--- config.mk ---
export PLATFORM = sky130hd
export DESIGN_NAME = bht_update_ctrl
export DESIGN_NICKNAME = d
export VERILOG_FILES = /design/src/rtl/bht_update_ctrl.sv
export SDC_FILE = /design/constraint.sdc
export NUM_CORES = 1
export LEC_CHECK = 0
export BUFFER_PORTS_ARGS = -buffer_cell sky130_fd_sc_hd__buf_2
export CAP_MARGIN = 10
export CORE_MARGIN = 2
export CORE_UTILIZATION = 38
export CTS_BUF_LIST = sky130_fd_sc_hd__clkbuf_16
export DETAILED_ROUTE_END_ITERATION = 12
export HOLD_SLACK_MARGIN = 0.06
export PLACE_DENSITY = 0.67
export SYNTH_ARGS = -nofsm -noshare
export SYNTH_HDL_FRONTEND = slang
export SYNTH_SLANG_ARGS = --single-unit
--- constraint.sdc ---
create_clock -name clk -period 2.8 [get_ports clk]
set_clock_uncertainty 0.1 [all_clocks]
set_input_delay 0.56 -clock clk [delete_from_list [all_inputs] [get_ports clk]]
set_output_delay 0.56 -clock clk [all_outputs]
set_load 0.1 [all_outputs]
--- src/rtl/bht_update_ctrl.sv ---
// Arbitrates a single-port, 1-cycle-read BHT between fetch lookups and
// queued read-modify-write counter updates from execute.
// Ports:
//   clk, rst                         clock, async active-low reset
//   lookup_valid/idx, lookup_ready   fetch prediction request / grant
//   predict_valid/taken              prediction, one cycle after a granted lookup
//   upd_valid/idx/taken, upd_ready   branch resolution into the update queue
//   bht_en/we/addr/wdata, bht_rdata  BHT SRAM port
//   init_done, busy                  table initialised / update work pending
module bht_update_ctrl #(
    parameter int unsigned INDEX_BITS   = 6,
    parameter int unsigned FIFO_DEPTH   = 4,
    parameter int unsigned STARVE_LIMIT = 8
) (
    input  logic                  clk,
    input  logic                  rst,
    input  logic                  lookup_valid,
    input  logic [INDEX_BITS-1:0] lookup_idx,
    output logic                  lookup_ready,
    output logic                  predict_valid,
    output logic                  predict_taken,
    input  logic                  upd_valid,
    input  logic [INDEX_BITS-1:0] upd_idx,
    input  logic                  upd_taken,
    output logic                  upd_ready,
    output logic                  bht_en,
    output logic                  bht_we,
    output logic [INDEX_BITS-1:0] bht_addr,
    output logic [1:0]            bht_wdata,
    input  logic [1:0]            bht_rdata,
    output logic                  init_done,
    output logic                  busy
);
    localparam int unsigned PTR_W = (FIFO_DEPTH > 1) ? $clog2(FIFO_DEPTH) : 1;
    localparam int unsigned CNT_W = $clog2(FIFO_DEPTH + 1);
    localparam int unsigned ST_W  = $clog2(STARVE_LIMIT + 1);
    localparam int unsigned LAST_IDX = (1 << INDEX_BITS) - 1;

    typedef enum logic [2:0] {S_INIT, S_IDLE, S_RD, S_RD_WAIT, S_WR} state_t;

    typedef struct packed {
        logic [INDEX_BITS-1:0] idx;
        logic                  taken;
    } upd_t;

    state_t                r_state;
    logic                  r_run;
    logic [INDEX_BITS-1:0] r_init_idx;
    logic                  r_init_done;
    upd_t                  r_fifo [FIFO_DEPTH];
    logic [PTR_W-1:0]      r_wr_ptr;
    logic [PTR_W-1:0]      r_rd_ptr;
    logic [CNT_W-1:0]      r_count;
    logic [ST_W-1:0]       r_starve;
    logic [1:0]            r_ctr;
    logic                  r_pred_valid;

    logic w_full, w_empty, w_preempt, w_fetch, w_push, w_pop;
    logic w_rd_go, w_wr_go, w_init_wr;
    upd_t w_head;
    logic [1:0] w_sat;

    // 2-bit saturating counter step
    function automatic logic [1:0] sat(input logic [1:0] c, input logic t);
        if (t) return (c == 2'b11) ? c : c + 2'b01;
        else   return (c == 2'b00) ? c : c - 2'b01;
    endfunction

    assign w_full    = (r_count == CNT_W'(FIFO_DEPTH));
    assign w_empty   = (r_count == '0);
    assign w_head    = r_fifo[r_rd_ptr];
    assign w_sat     = sat(r_ctr, w_head.taken);
    // An update that has been blocked long enough takes the port from fetch
    assign w_preempt = ((r_state == S_RD) || (r_state == S_WR)) &&
                       (r_starve >= ST_W'(STARVE_LIMIT));
    assign w_fetch   = lookup_valid && lookup_ready;
    assign w_push    = upd_valid && upd_ready;
    assign w_rd_go   = (r_state == S_RD) && !w_fetch;
    assign w_wr_go   = (r_state == S_WR) && !w_fetch;
    assign w_pop     = w_wr_go;
    // r_run holds off the first table write until reset has been released
    assign w_init_wr = (r_state == S_INIT) && r_run;

    assign lookup_ready  = r_init_done && !w_preempt;
    assign upd_ready     = r_init_done && !w_full;
    assign predict_valid = r_pred_valid;
    assign predict_taken = r_pred_valid & bht_rdata[1];
    assign init_done     = r_init_done;
    assign busy          = !w_empty || (r_state == S_RD) ||
                           (r_state == S_RD_WAIT) || (r_state == S_WR);

    // BHT port mux; fetch has priority except during init or preempt
    always_comb begin
        bht_en    = 1'b0;
        bht_we    = 1'b0;
        bht_addr  = '0;
        bht_wdata = '0;
        if (w_init_wr) begin
            bht_en    = 1'b1;
            bht_we    = 1'b1;
            bht_addr  = r_init_idx;
            bht_wdata = 2'b01;
        end else if (w_fetch) begin
            bht_en   = 1'b1;
            bht_addr = lookup_idx;
        end else if (w_rd_go) begin
            bht_en   = 1'b1;
            bht_addr = w_head.idx;
        end else if (w_wr_go) begin
            bht_en    = 1'b1;
            bht_we    = 1'b1;
            bht_addr  = w_head.idx;
            bht_wdata = w_sat;
        end
    end

    // Queue payload storage; validity is tracked by pointers/count
    always_ff @(posedge clk) begin
        if (w_push) r_fifo[r_wr_ptr] <= '{idx: upd_idx, taken: upd_taken};
    end

    // Control FSM, queue pointers and starvation counter
    always_ff @(posedge clk or negedge rst) begin
        if (!rst) begin
            r_state      <= S_INIT;
            r_run        <= 1'b0;
            r_init_idx   <= '0;
            r_init_done  <= 1'b0;
            r_wr_ptr     <= '0;
            r_rd_ptr     <= '0;
            r_count      <= '0;
            r_starve     <= '0;
            r_ctr        <= '0;
            r_pred_valid <= 1'b0;
        end else begin
            r_run        <= 1'b1;
            r_pred_valid <= w_fetch;

            if (w_push)
                r_wr_ptr <= (r_wr_ptr == PTR_W'(FIFO_DEPTH - 1)) ? '0 : r_wr_ptr + PTR_W'(1);
            if (w_pop)
                r_rd_ptr <= (r_rd_ptr == PTR_W'(FIFO_DEPTH - 1)) ? '0 : r_rd_ptr + PTR_W'(1);
            case ({w_push, w_pop})
                2'b10:   r_count <= r_count + CNT_W'(1);
                2'b01:   r_count <= r_count - CNT_W'(1);
                default: r_count <= r_count;
            endcase

            case (r_state)
                S_INIT: begin
                    if (r_run) begin
                        r_init_idx <= r_init_idx + INDEX_BITS'(1);
                        if (r_init_idx == INDEX_BITS'(LAST_IDX)) begin
                            r_state     <= S_IDLE;
                            r_init_done <= 1'b1;
                        end
                    end
                end
                S_IDLE: begin
                    if (!w_empty) r_state <= S_RD;
                end
                S_RD: begin
                    if (w_rd_go) begin
                        r_state  <= S_RD_WAIT;
                        r_starve <= '0;
                    end else begin
                        r_starve <= r_starve + ST_W'(1);
                    end
                end
                S_RD_WAIT: begin
                    r_ctr   <= bht_rdata;
                    r_state <= S_WR;
                end
                S_WR: begin
                    if (w_wr_go) begin
                        r_state  <= S_IDLE;
                        r_starve <= '0;
                    end else begin
                        r_starve <= r_starve + ST_W'(1);
                    end
                end
                default: r_state <= S_INIT;
            endcase
        end
    end
endmodule

==> results.rst, run 1 <==
.. list-table::
   :header-rows: 1

   * - Metric
     - Value
   * - Largest buffer count on any clock path
     - 2
   * - First DRT Iteration DRCs
     - 140
   * - Syn Area/Cell
     - 13.3 um2
   * - Peak VDD IR
     - 0.493 mV
   * - Most frequently used flop master after synthesis
     - edfxtp_1
   * - Wire length of the first global-routing pass
     - just over 8 mm
   * - Cell Int Power
     - 0.00195 W
   * - Overall Power
     - between 0.003 and 0.004 W
   * - Fmax
     - about 0.37 GHz
   * - Initial cell density of the core
     - 0.386
   * - Distinct cell type count after synthesis
     - 49
   * - ANT nets after route
     - 0
   * - Worst Setup SP
     - r_state[2]$_DFFE_PN0P_
   * - Fill cell instance count of the final layout
     - 595
   * - Number of standard cells after synthesis
     - 194
   * - Area contributors post-synth
     - edfxtp_1 33%, dfrtp_1 24%, mux4_2 6.1%, ha_1 4.4%, mux2_2 3.5%
   * - Core box area
     - approximately 6700 um2
   * - CTS tree
     - yes
   * - Tcrit/Tclk final
     - 0.971
   * - Critical path cell sequence
     - or3b_2 > nand2b_4 > a21oi_2 > buf_2
   * - Chip width
     - 86.4 um
   * - Data arrival at the endpoint of the critical path
     - 2.06 ns
   * - Fraction of final layout cells with drive strength greater than 1
     - 0.322
   * - Shortest period the worst path allows
     - 2.72 ns
   * - EDFF count, synth
     - 28
   * - Number of failing setup endpoints in the final timing report
     - 0
   * - Leading area contributor after synthesis
     - edfxtp_1
   * - CTS Sinks
     - 53
   * - Max-capacitance violation count
     - 0
   * - Setup repair bufs after CTS
     - 0
   * - Post-route DRC violation count
     - 0
   * - WP data required
     - roughly 2.1 ns
   * - Number of standard-cell rows in the floorplan
     - 30
   * - Total Negative Setup Slacks
     - 0 ns
   * - Proportion of total power due to net switching
     - 0.447
   * - Area share of the leading cell type in the synthesized netlist
     - 0.326
   * - R2r endpoint
     - r_count[1]$_DFFE_PN0P_
   * - Post-synth ARST share
     - 0.472
   * - Setup slack of the most critical reg-to-reg path
     - approximately 0.33 ns
   * - Worst-path cell with the longest stage delay
     - dfrtp_1
   * - Relative area change from synthesis to final layout
     - 21.6%
   * - Vias in the first global route
     - around 1600
   * - Antenna diode count
     - 0
   * - Antenna violations before repair
     - 0
   * - Final slew viol count
     - 0
   * - Via-to-Cell Ratio
     - 5.38
   * - H-tree depth reported by CTS
     - 2
   * - Net switching power figure
     - 0.00158 W
   * - Total routing usage reported by global routing
     - 0.143
   * - Maximum number of pins on one net before global-route repair
     - 26
   * - Largest stage delay, worst path
     - 0.57 ns
   * - Setup repair after global routing missed its margin
     - no
   * - Total routed wirelength
     - 4.89 mm
   * - Routed length per instance
     - 15.8 um
   * - Total leakage power
     - ~1.3 nW
   * - Total Die Area
     - 7460 um2
   * - Top cells by count, synth
     - 28 x edfxtp_1, 25 x dfrtp_1, 21 x nand2_1
   * - P per Cell Area
     - 1120 nW/um2
   * - Type of origin of the critical path
     - flop
   * - Worst Reg-to-Reg Cells
     - 6
   * - Netlist area before placement
     - 2580 um2
   * - Clock root buffer
     - clkbuf_16
   * - Hold Fails Final Rpt
     - 0
   * - Port Buf Inserts
     - 34
   * - Number of warnings issued by yosys
     - 0
   * - Worst slew margin relative to its limit
     - 0.598
   * - 1st-pass router iterations
     - 4
   * - Transition time at the pin with the least slew margin
     - 0.603 ns
   * - I/O pins
     - 35
   * - Net count after synthesis
     - ~220
   * - Kind of end point of the critical path
     - output pin
   * - Relative contribution of sequential cells to total power
     - 0.326
   * - Die Span Y
     - 86.4 um
   * - Placed wire-length estimate after detailed placement
     - 3.63 mm
   * - Clock network fraction of design power
     - 0.169
   * - Critical path start-end classification
     - reg -> out
   * - Clock transition at the registers of the reported paths
     - 0.07 ns
   * - Type of the tightest min-delay check
     - in -> async
   * - Total CTS buffers
     - 5
   * - Vias
     - around 1700
   * - Number of nets at the end of the flow
     - 259
   * - GR Overflow Total
     - 0
   * - Gate power share
     - 0.506
   * - Skew-Pair Late Insertion Delay
     - between 0.2 and 0.3 ns
   * - Flip-flop and latch count after synthesis
     - 53
   * - Cell with the most instances after synthesis
     - edfxtp_1
   * - Startpoint of the most critical register-to-register path
     - r_state[2]$_DFFE_PN0P_
   * - Status
     - finished, final reports clean
   * - Top fanout value on the critical path
     - 10
   * - Post-synthesis sequential area ratio
     - 0.568
   * - Placer's final routability congestion estimate
     - 0.758
==> flip-flops by register name, indices dropped and copies added (netlist names) <==
| register | flops |
|---|---|
| r_run | 1 |
| r_count | 3 |
| predict_valid | 1 |
| r_fifo | 28 |
| r_state | 3 |
| r_starve | 4 |
| init_done | 1 |
| r_ctr | 2 |
| r_init_idx | 6 |
| r_wr_ptr | 2 |
| r_rd_ptr | 2 |
==> layout make-up <==
| class | instances | area (um2) | area share |
|---|---|---|---|
| clock inverters | 2 | 16.3 | 0.00519 |
| well taps | 80 | 100 | 0.0319 |
| inverters | 11 | 41.3 | 0.0132 |
| multi-input cells | 121 | 1060 | 0.339 |
| repair buffers | 38 | 320 | 0.102 |
| flip-flops and latches | 53 | 1470 | 0.469 |
| clock buffers | 5 | 125 | 0.0399 |
==> cell usage in the layout (no fill, tap or decap), types with 5 or more instances in the layout <==
cell        n
dfrtp_1    23
xnor2_1     6
and2_1      5
buf_12      8
clkbuf_16   5
o2111ai_1   7
mux2_2      8
mux4_2      7
inv_1      11
edfxtp_1   28
nand2_1    20
o211ai_1    5
buf_2      26
ha_1        9
==> how the worst max path moves through the flow <==
stage	depth (start not counted)	slack [ns]	endpoint
after floorplan	4	-0.44	bht_addr[1]
after global placement	4	0.33	bht_wdata[0]
after detailed placement	4	0.32	bht_wdata[0]
after CTS	4	0.004	bht_wdata[0]
after global routing	4	0.006	bht_wdata[1]
final	4	0.08	bht_wdata[1]
==> cells by family (layout without fill, tap and decap cells) <==
logic type      count (synthesis)  in the layout  synth area share
other cells                     1              1           0.00145
mux                            15             15            0.0960
fa+ha+maj                      11             11            0.0558
simple gates                   53             53             0.115
buf+inv                        20             56            0.0359
compound gates                 31             31            0.0936
xor+xnor                       10             10            0.0339
flops                          53             53             0.568
==> power by group through the flow <==
stage	registers [W]	logic (W)	clock network [W]
after floorplan	0.00106	0.00134	0
after global placement	0.00115	0.00177	0
after detailed placement	0.00116	0.00179	0
after CTS	0.00114	0.00179	0.000605
after global routing	0.00118	0.00189	0.000650
final	0.00115	0.00178	0.000594
==> worst max-delay path, delay by kind of cell, from the launching register on <==
kind,cells,cell delay (ns)
buf+inv,1,0.43
compound gates,1,0.10
flops,1,0.57
simple gates,2,0.68
==> per-stage QoR <==
stage               cells   util  area, um2  hold slack (ns)  setup slack, ns
detailed placement    303  0.447       2990            0.392            0.318
finish                310  0.469       3140            0.178           0.0822
CTS                   310  0.468       3130            0.203          0.00428
global placement      303  0.447       2990            0.388            0.330
global route          310  0.469       3140            0.224          0.00647
floorplan             194      -       2630            0.164           -0.441
==> layer usage <==
metal / track usage / vias to the layer above / routed length, um / part of all wire
li1: - / 792 / - / -
met1: 0.204 / 830 / 2250 / 0.46
met2: 0.222 / 41 / 2370 / 0.49
met3: 0.0324 / 4 / 229 / 0.047
met4: 0.0384 / 0 / 40 / 0.0082
met5: 0 / - / 0 / 0
==> what timing repair did <==
item                                    CTS  global route
endpoints found under the setup margin    0             7
resized for setup                         0             2
hold buffers                              0             0
Power figures use the tool's default switching activity.
==> inputs of run 2 (changes only) <==
--- a/config.mk
+++ b/config.mk
@@ -9,2 +9,3 @@
 export CAP_MARGIN = 10
+export CORE_ASPECT_RATIO = 0.75
 export CORE_MARGIN = 2
--- a/constraint.sdc
+++ b/constraint.sdc
@@ -4,2 +4,2 @@
 set_output_delay 0.56 -clock clk [all_outputs]
-set_load 0.1 [all_outputs]
+set_load 0.01 [all_outputs]
==> run 2 against run 1 <==
Combinational power shrank 51%. Non-clock buffer count unchanged. Die area rose by 0.10%. Design area is 5.0% lower. Sequential cell count did not move. Clock power increased by 5.6%. First-iteration DRC count shrank 56%. Total power is 26% lower. Sequential power about the same. Critical path depth unchanged. Worst setup slack improved by 0.17 ns.
==> results.rst, run 2 (synthesis results as in run 1) <==
.. list-table::
   :header-rows: 1

   * - Metric
     - Value
   * - Data arrival at the endpoint of the critical path
     - about 1.9 ns
   * - Largest register by flop count
     - r_fifo
   * - CTS Sinks
     - 53
   * - Routed length per instance
     - 15.8 um
   * - Number of flip-flops in the largest register
     - 28
   * - First DRT Iteration DRCs
     - 61
   * - Tcrit/Tclk final
     - 0.910
   * - Total routing usage reported by global routing
     - 0.142
   * - Kind of end point of the critical path
     - output pin
   * - P per Cell Area
     - 880 nW/um2
   * - Type of the tightest min-delay check
     - in -> async
   * - Total routed wirelength
     - 4.93 mm
   * - Regs by FF count
     - r_fifo: 28 flops, r_init_idx: 6 flops, r_starve: 4 flops
   * - Setup slack of the most critical reg-to-reg path
     - 0.34 ns
   * - Number of failing setup endpoints in the final timing report
     - 0
   * - Critical path cell sequence
     - xnor2_1 > o21bai_2 > o211ai_1 > buf_2
   * - Wire length of the first global-routing pass
     - a little under 8 mm
   * - Shortest period the worst path allows
     - between 2 and 3 ns
   * - Top fanout value on the critical path
     - 10
   * - Vias in the first global route
     - between 1500 and 2000
   * - Fmax
     - 0.392 GHz
   * - Worst hold slack
     - 0.165 ns
   * - Number of nets at the end of the flow
     - 259
   * - Die Span Y
     - around 75 um
   * - Vias
     - approximately 1600
   * - Total Die Area
     - 7470 um2
   * - Clock root buffer
     - clkbuf_16
   * - Skew-Pair Late Insertion Delay
     - 0.29 ns
   * - Peak VDD IR
     - 0.332 mV
   * - Placer's final routability congestion estimate
     - 0.808
   * - Count of hold buffers inserted by post-cts repair
     - 0
   * - Top library cells by usage in the layout, fill and taps aside
     - 34 x buf_2, 28 x edfxtp_1, 25 x dfrtp_1, 21 x nand2_1, 11 x inv_1
   * - Resized cells post-CTS
     - 0
   * - Chip width
     - slightly below 100 um
   * - Antenna violations before repair
     - 0
   * - Initial cell density of the core
     - 0.400
   * - Core box area
     - 6440 um2
   * - Post-route DRC violation count
     - 0
   * - Overall Power
     - 0.00262 W
   * - Placed wire-length estimate after detailed placement
     - 3.56 mm
   * - Fraction of final layout cells with drive strength greater than 1
     - 0.299
   * - Worst-path cell with the longest stage delay
     - dfrtp_1
   * - Total CTS buffers
     - 5
   * - Port Buf Inserts
     - 34
   * - Total leakage power
     - 1.22 nW
   * - Setup repair bufs after CTS
     - 0
   * - Final slew viol count
     - 0
   * - Maximum number of pins on one net before global-route repair
     - 26
   * - Critical path start-end classification
     - reg -> out
   * - Relative area change from synthesis to final layout
     - 15.5%
   * - Status
     - finished, final reports clean
   * - CTS tree
     - yes
   * - Antenna diode count
     - 0
   * - Transition time at the pin with the least slew margin
     - 0.595 ns
   * - ANT nets after route
     - 0
   * - Total Negative Setup Slacks
     - 0 ns
   * - Clock transition at the registers of the reported paths
     - 0.07 ns
   * - Largest stage delay, worst path
     - 0.49 ns
   * - Final std cells w/o fill
     - 312
   * - Type of origin of the critical path
     - flop
   * - WP data required
     - 2.14 ns
   * - Number of standard-cell rows in the floorplan
     - 25
   * - Via-to-Cell Ratio
     - 5.21
   * - Largest buffer count on any clock path
     - 2
   * - 1st-pass router iterations
     - 4
   * - Max-capacitance violation count
     - 0
   * - Cells after DPL
     - slightly above 300
   * - Worst slew margin relative to its limit
     - 0.603
   * - H-tree depth reported by CTS
     - 2
   * - Hold Fails Final Rpt
     - 0
   * - I/O pins
     - 35
   * - GR Overflow Total
     - 0
   * - Setup repair after global routing missed its margin
     - no
   * - Leading cell type in the layout, fill and taps excluded
     - buf_2
[run 2: changes by cell type in the layout (fill, tap and decap cells not counted), moves of 2 or more]
cell and change:
dfrtp_1 +2, buf_12 -8, buf_2 +8, inv_6 +2
[run 2: critical path, delay by kind of cell (launching register included)]
family | cells | cell delay [ns]
flip-flops | 1 | 0.49
AO/OA/AOI/OAI | 2 | 0.49
XOR/XNOR | 1 | 0.45
buffers and inverters | 1 | 0.16
[run 2: final cells by class]
cell class | instances | area (um2)
fillers | 576 | 3460
flip-flops and latches | 53 | 1470
multi-input cells | 121 | 1020
repair buffers | 38 | 200
clock buffers | 5 | 125
well taps | 81 | 101
inverters | 11 | 41.3
clock inverters | 3 | 25.0
[run 2: path summary, 6_finish.rpt]
kind | start | endpoint | depth (start not counted)
worst max-delay path | r_state[2]$_DFFE_PN0P_ | bht_addr[1] | 4
worst min-delay path | rst | r_init_idx[5]$_DFFE_PN0P_ | 1
worst max register to register | r_state[2]$_DFFE_PN0P_ | r_count[1]$_DFFE_PN0P_ | 6
worst min register to register | r_init_idx[5]$_DFFE_PN0P_ | r_init_idx[5]$_DFFE_PN0P_ | 1
max in group asynchronous | rst | r_starve[0]$_DFFE_PN0P_ | 1
min in group clk | upd_taken | r_fifo[3][0]$_DFFE_PP_ | 1
[run 2: power by group]
group	internal (W)	switching, W	total [W]	leakage [nW]
Clock	0.000338	0.000289	0.000627	0.0708
Sequential	0.000943	0.000172	0.00112	0.571
Combinational	0.000425	0.000457	0.000881	0.576
[run 2: metal layers]
metal	global-route usage	wire length, um	up-vias
li1	-	-	795
met2	0.215	2160	46
met4	0.0518	61	0
met3	0.0431	335	8
met1	0.197	2370	778
met5	0	0	-
[run 2: metrics by stage]
stage                     setup slack, ns  cell area (um2)  utilization
final                               0.251             2980        0.463
after global routing                0.105             2980        0.463
after CTS                           0.226             2980        0.463
after detailed placement            0.352             2830        0.439
after global placement              0.433             2830        0.439
after floorplan                     0.493             2580            -
==> inputs of run 3 (changes only) <==
CORE_UTILIZATION = 25   (was 38)
PLACE_DENSITY = 0.51   (was 0.67)
==> run 3 against run 2 <==
Count of clock-buffer cells in the layout unchanged. Design area increased by 2.6%. Clock power increased by 11%. Utilization is 16 points lower. Global-route usage is 4.0 points lower. Via count increased by 1.0%. Total power rose by 3.1%. Sequential share of layout area decreased by 1.3 points. Largest cell class unchanged.
==> results.rst, run 3 (synthesis results as in run 1) <==
.. list-table::
   :header-rows: 1

   * - Metric
     - Value
   * - Routed length per instance
     - between 10 and 15 um
   * - Count of hold buffers inserted by post-cts repair
     - 0
   * - Worst Reg-to-Reg Cells
     - 6
   * - Resized cells post-CTS
     - 0
   * - Regs by FF count
     - r_fifo: 28 flops, r_init_idx: 6 flops, r_starve: 4 flops
   * - Total routing usage reported by global routing
     - 0.102
   * - Final slew viol count
     - 0
   * - Leading cell type in the layout, fill and taps excluded
     - buf_2
   * - I/O pins
     - 35
   * - R2r endpoint
     - r_count[1]$_DFFE_PN0P_
   * - First DRT Iteration DRCs
     - 118
   * - Setup repair after global routing missed its margin
     - no
   * - 1st-pass router iterations
     - 5
   * - Number of flip-flops in the largest register
     - 28
   * - H-tree depth reported by CTS
     - 2
   * - Chip width
     - 121 um
   * - Number of standard-cell rows in the floorplan
     - 32
   * - Clock transition at the registers of the reported paths
     - 0.07 ns
   * - Core box area
     - around 10000 um2
   * - Number of failing setup endpoints in the final timing report
     - 0
   * - Type of origin of the critical path
     - flop
   * - WP data required
     - roughly 2.1 ns
   * - CP Capture Point
     - bht_wdata[0]
   * - Data arrival at the endpoint of the critical path
     - 1.99 ns
   * - Max-capacitance violation count
     - 0
   * - Total routed wirelength
     - 5.36 mm
   * - Final core area utilization
     - 0.301
   * - Fmax
     - 0.378 GHz
   * - Skew-Pair Late Insertion Delay
     - 0.29 ns
   * - Total CTS buffers
     - 5
   * - Worst Setup SP
     - r_rd_ptr[0]$_DFFE_PN0P_
   * - Peak VDD IR
     - 0.257 mV
   * - Placer's final routability congestion estimate
     - 0.723
   * - Vias in the first global route
     - roughly 1600
   * - Vias
     - 1644
   * - Total leakage power
     - 1.23 nW
   * - Critical path start-end classification
     - reg -> out
   * - Antenna violations before repair
     - 0
   * - CTS tree
     - yes
   * - GR Overflow Total
     - 0
   * - ANT nets after route
     - 0
   * - Total Negative Setup Slacks
     - 0 ns
   * - Fraction of final layout cells with drive strength greater than 1
     - 0.291
   * - Transition time at the pin with the least slew margin
     - 0.573 ns
   * - Via-to-Cell Ratio
     - 4.49
   * - Port Buf Inserts
     - 34
   * - Largest register by flop count
     - r_fifo
   * - Tcrit/Tclk final
     - 0.946
   * - P per Cell Area
     - between 800 and 900 nW/um2
   * - Number of nets at the end of the flow
     - 258
   * - Type of the tightest min-delay check
     - in -> async
   * - Maximum number of pins on one net before global-route repair
     - 26
   * - Kind of end point of the critical path
     - output pin
   * - Antenna diode count
     - 0
   * - Status
     - finished, final reports clean
   * - Setup slack of the most critical reg-to-reg path
     - 0.33 ns
   * - Worst slew margin relative to its limit
     - 0.618
   * - Top library cells by usage in the layout, fill and taps aside
     - 34 x buf_2, 28 x edfxtp_1, 25 x dfrtp_1, 21 x nand2_1, 12 x inv_1
   * - Top fanout value on the critical path
     - 4
   * - Hold Fails Final Rpt
     - 0
   * - Relative area change from synthesis to final layout
     - 18.6%
   * - Shortest period the worst path allows
     - roughly 2.6 ns
   * - Wire length of the first global-routing pass
     - ~8.7 mm
   * - Placed wire-length estimate after detailed placement
     - 3.91 mm
   * - Die Span Y
     - 92.0 um
   * - Initial cell density of the core
     - 0.254
   * - Clock root buffer
     - clkbuf_16
   * - Startpoint of the most critical register-to-register path
     - r_state[2]$_DFFE_PN0P_
   * - Largest buffer count on any clock path
     - 2
   * - Post-route DRC violation count
     - 0
   * - Setup repair bufs after CTS
     - 0
   * - CTS Sinks
     - between 50 and 60
   * - Total Die Area
     - around 11000 um2
-- run 3: area by class of cell --
type | count | area [um2]
clock buffer | 5 | 125
inverter | 11 | 41.3
sequential | 53 | 1470
fill | 1034 | 7110
multi-input combinational | 121 | 1020
tap | 136 | 170
timing repair buffer | 37 | 193
clock inverter | 3 | 42.5
-- run 3: worst min path at each step --
stage	start	endpoint	slack, ns	cells after the start
3_5_place_dp	r_init_idx[5]$_DFFE_PN0P_	r_init_idx[5]$_DFFE_PN0P_	0.41	1
5_1_grt	rst	r_run$_DFF_PN0_	0.22	1
3_3_place_gp	r_init_idx[5]$_DFFE_PN0P_	r_init_idx[5]$_DFFE_PN0P_	0.41	1
4_1_cts	rst	r_starve[3]$_DFFE_PN0P_	0.19	1
6_report	rst	r_init_idx[4]$_DFFE_PN0P_	0.16	1
2_1_floorplan	rst	init_done$_DFFE_PN0P_	0.16	0
-- run 3: metrics by stage --
stage          cells  cell area (um2)  setup slack [ns]  hold WS (ns)  power (W)
2_1_floorplan    194             2580             0.493         0.164    0.00175
3_3_place_gp     358             2890             0.401         0.407    0.00201
3_5_place_dp     358             2890             0.326         0.409    0.00203
4_1_cts          366             3060             0.123         0.186    0.00273
5_1_grt          366             3060            0.0195         0.222    0.00289
6_report         366             3060             0.151         0.165    0.00271
-- run 3: metal layers --
layer  up-vias  track usage  share of wire
li1        789            -              -
met1       801        0.146           0.50
met2        45        0.144           0.41
met3         9       0.0330          0.064
met4         0       0.0364          0.018
met5         -            0              0
-- run 3: power by group --
| group | leakage [nW] | switching [W] | internal (W) | total [W] |
|---|---|---|---|---|
| Clock | 0.0856 | 0.000273 | 0.000422 | 0.000694 |
| Combinational | 0.570 | 0.000455 | 0.000419 | 0.000873 |
| Sequential | 0.571 | 0.000196 | 0.000943 | 0.00114 |
| Total | 1.23 | 0.000923 | 0.00178 | 0.00271 |
-- run 3: worst max-delay path, stage by stage, from the launching register on --
cell	delay, ns
dfrtp_1	0.48
mux4_2	0.59
maj3_2	0.33
a21o_1	0.18
buf_2	0.13
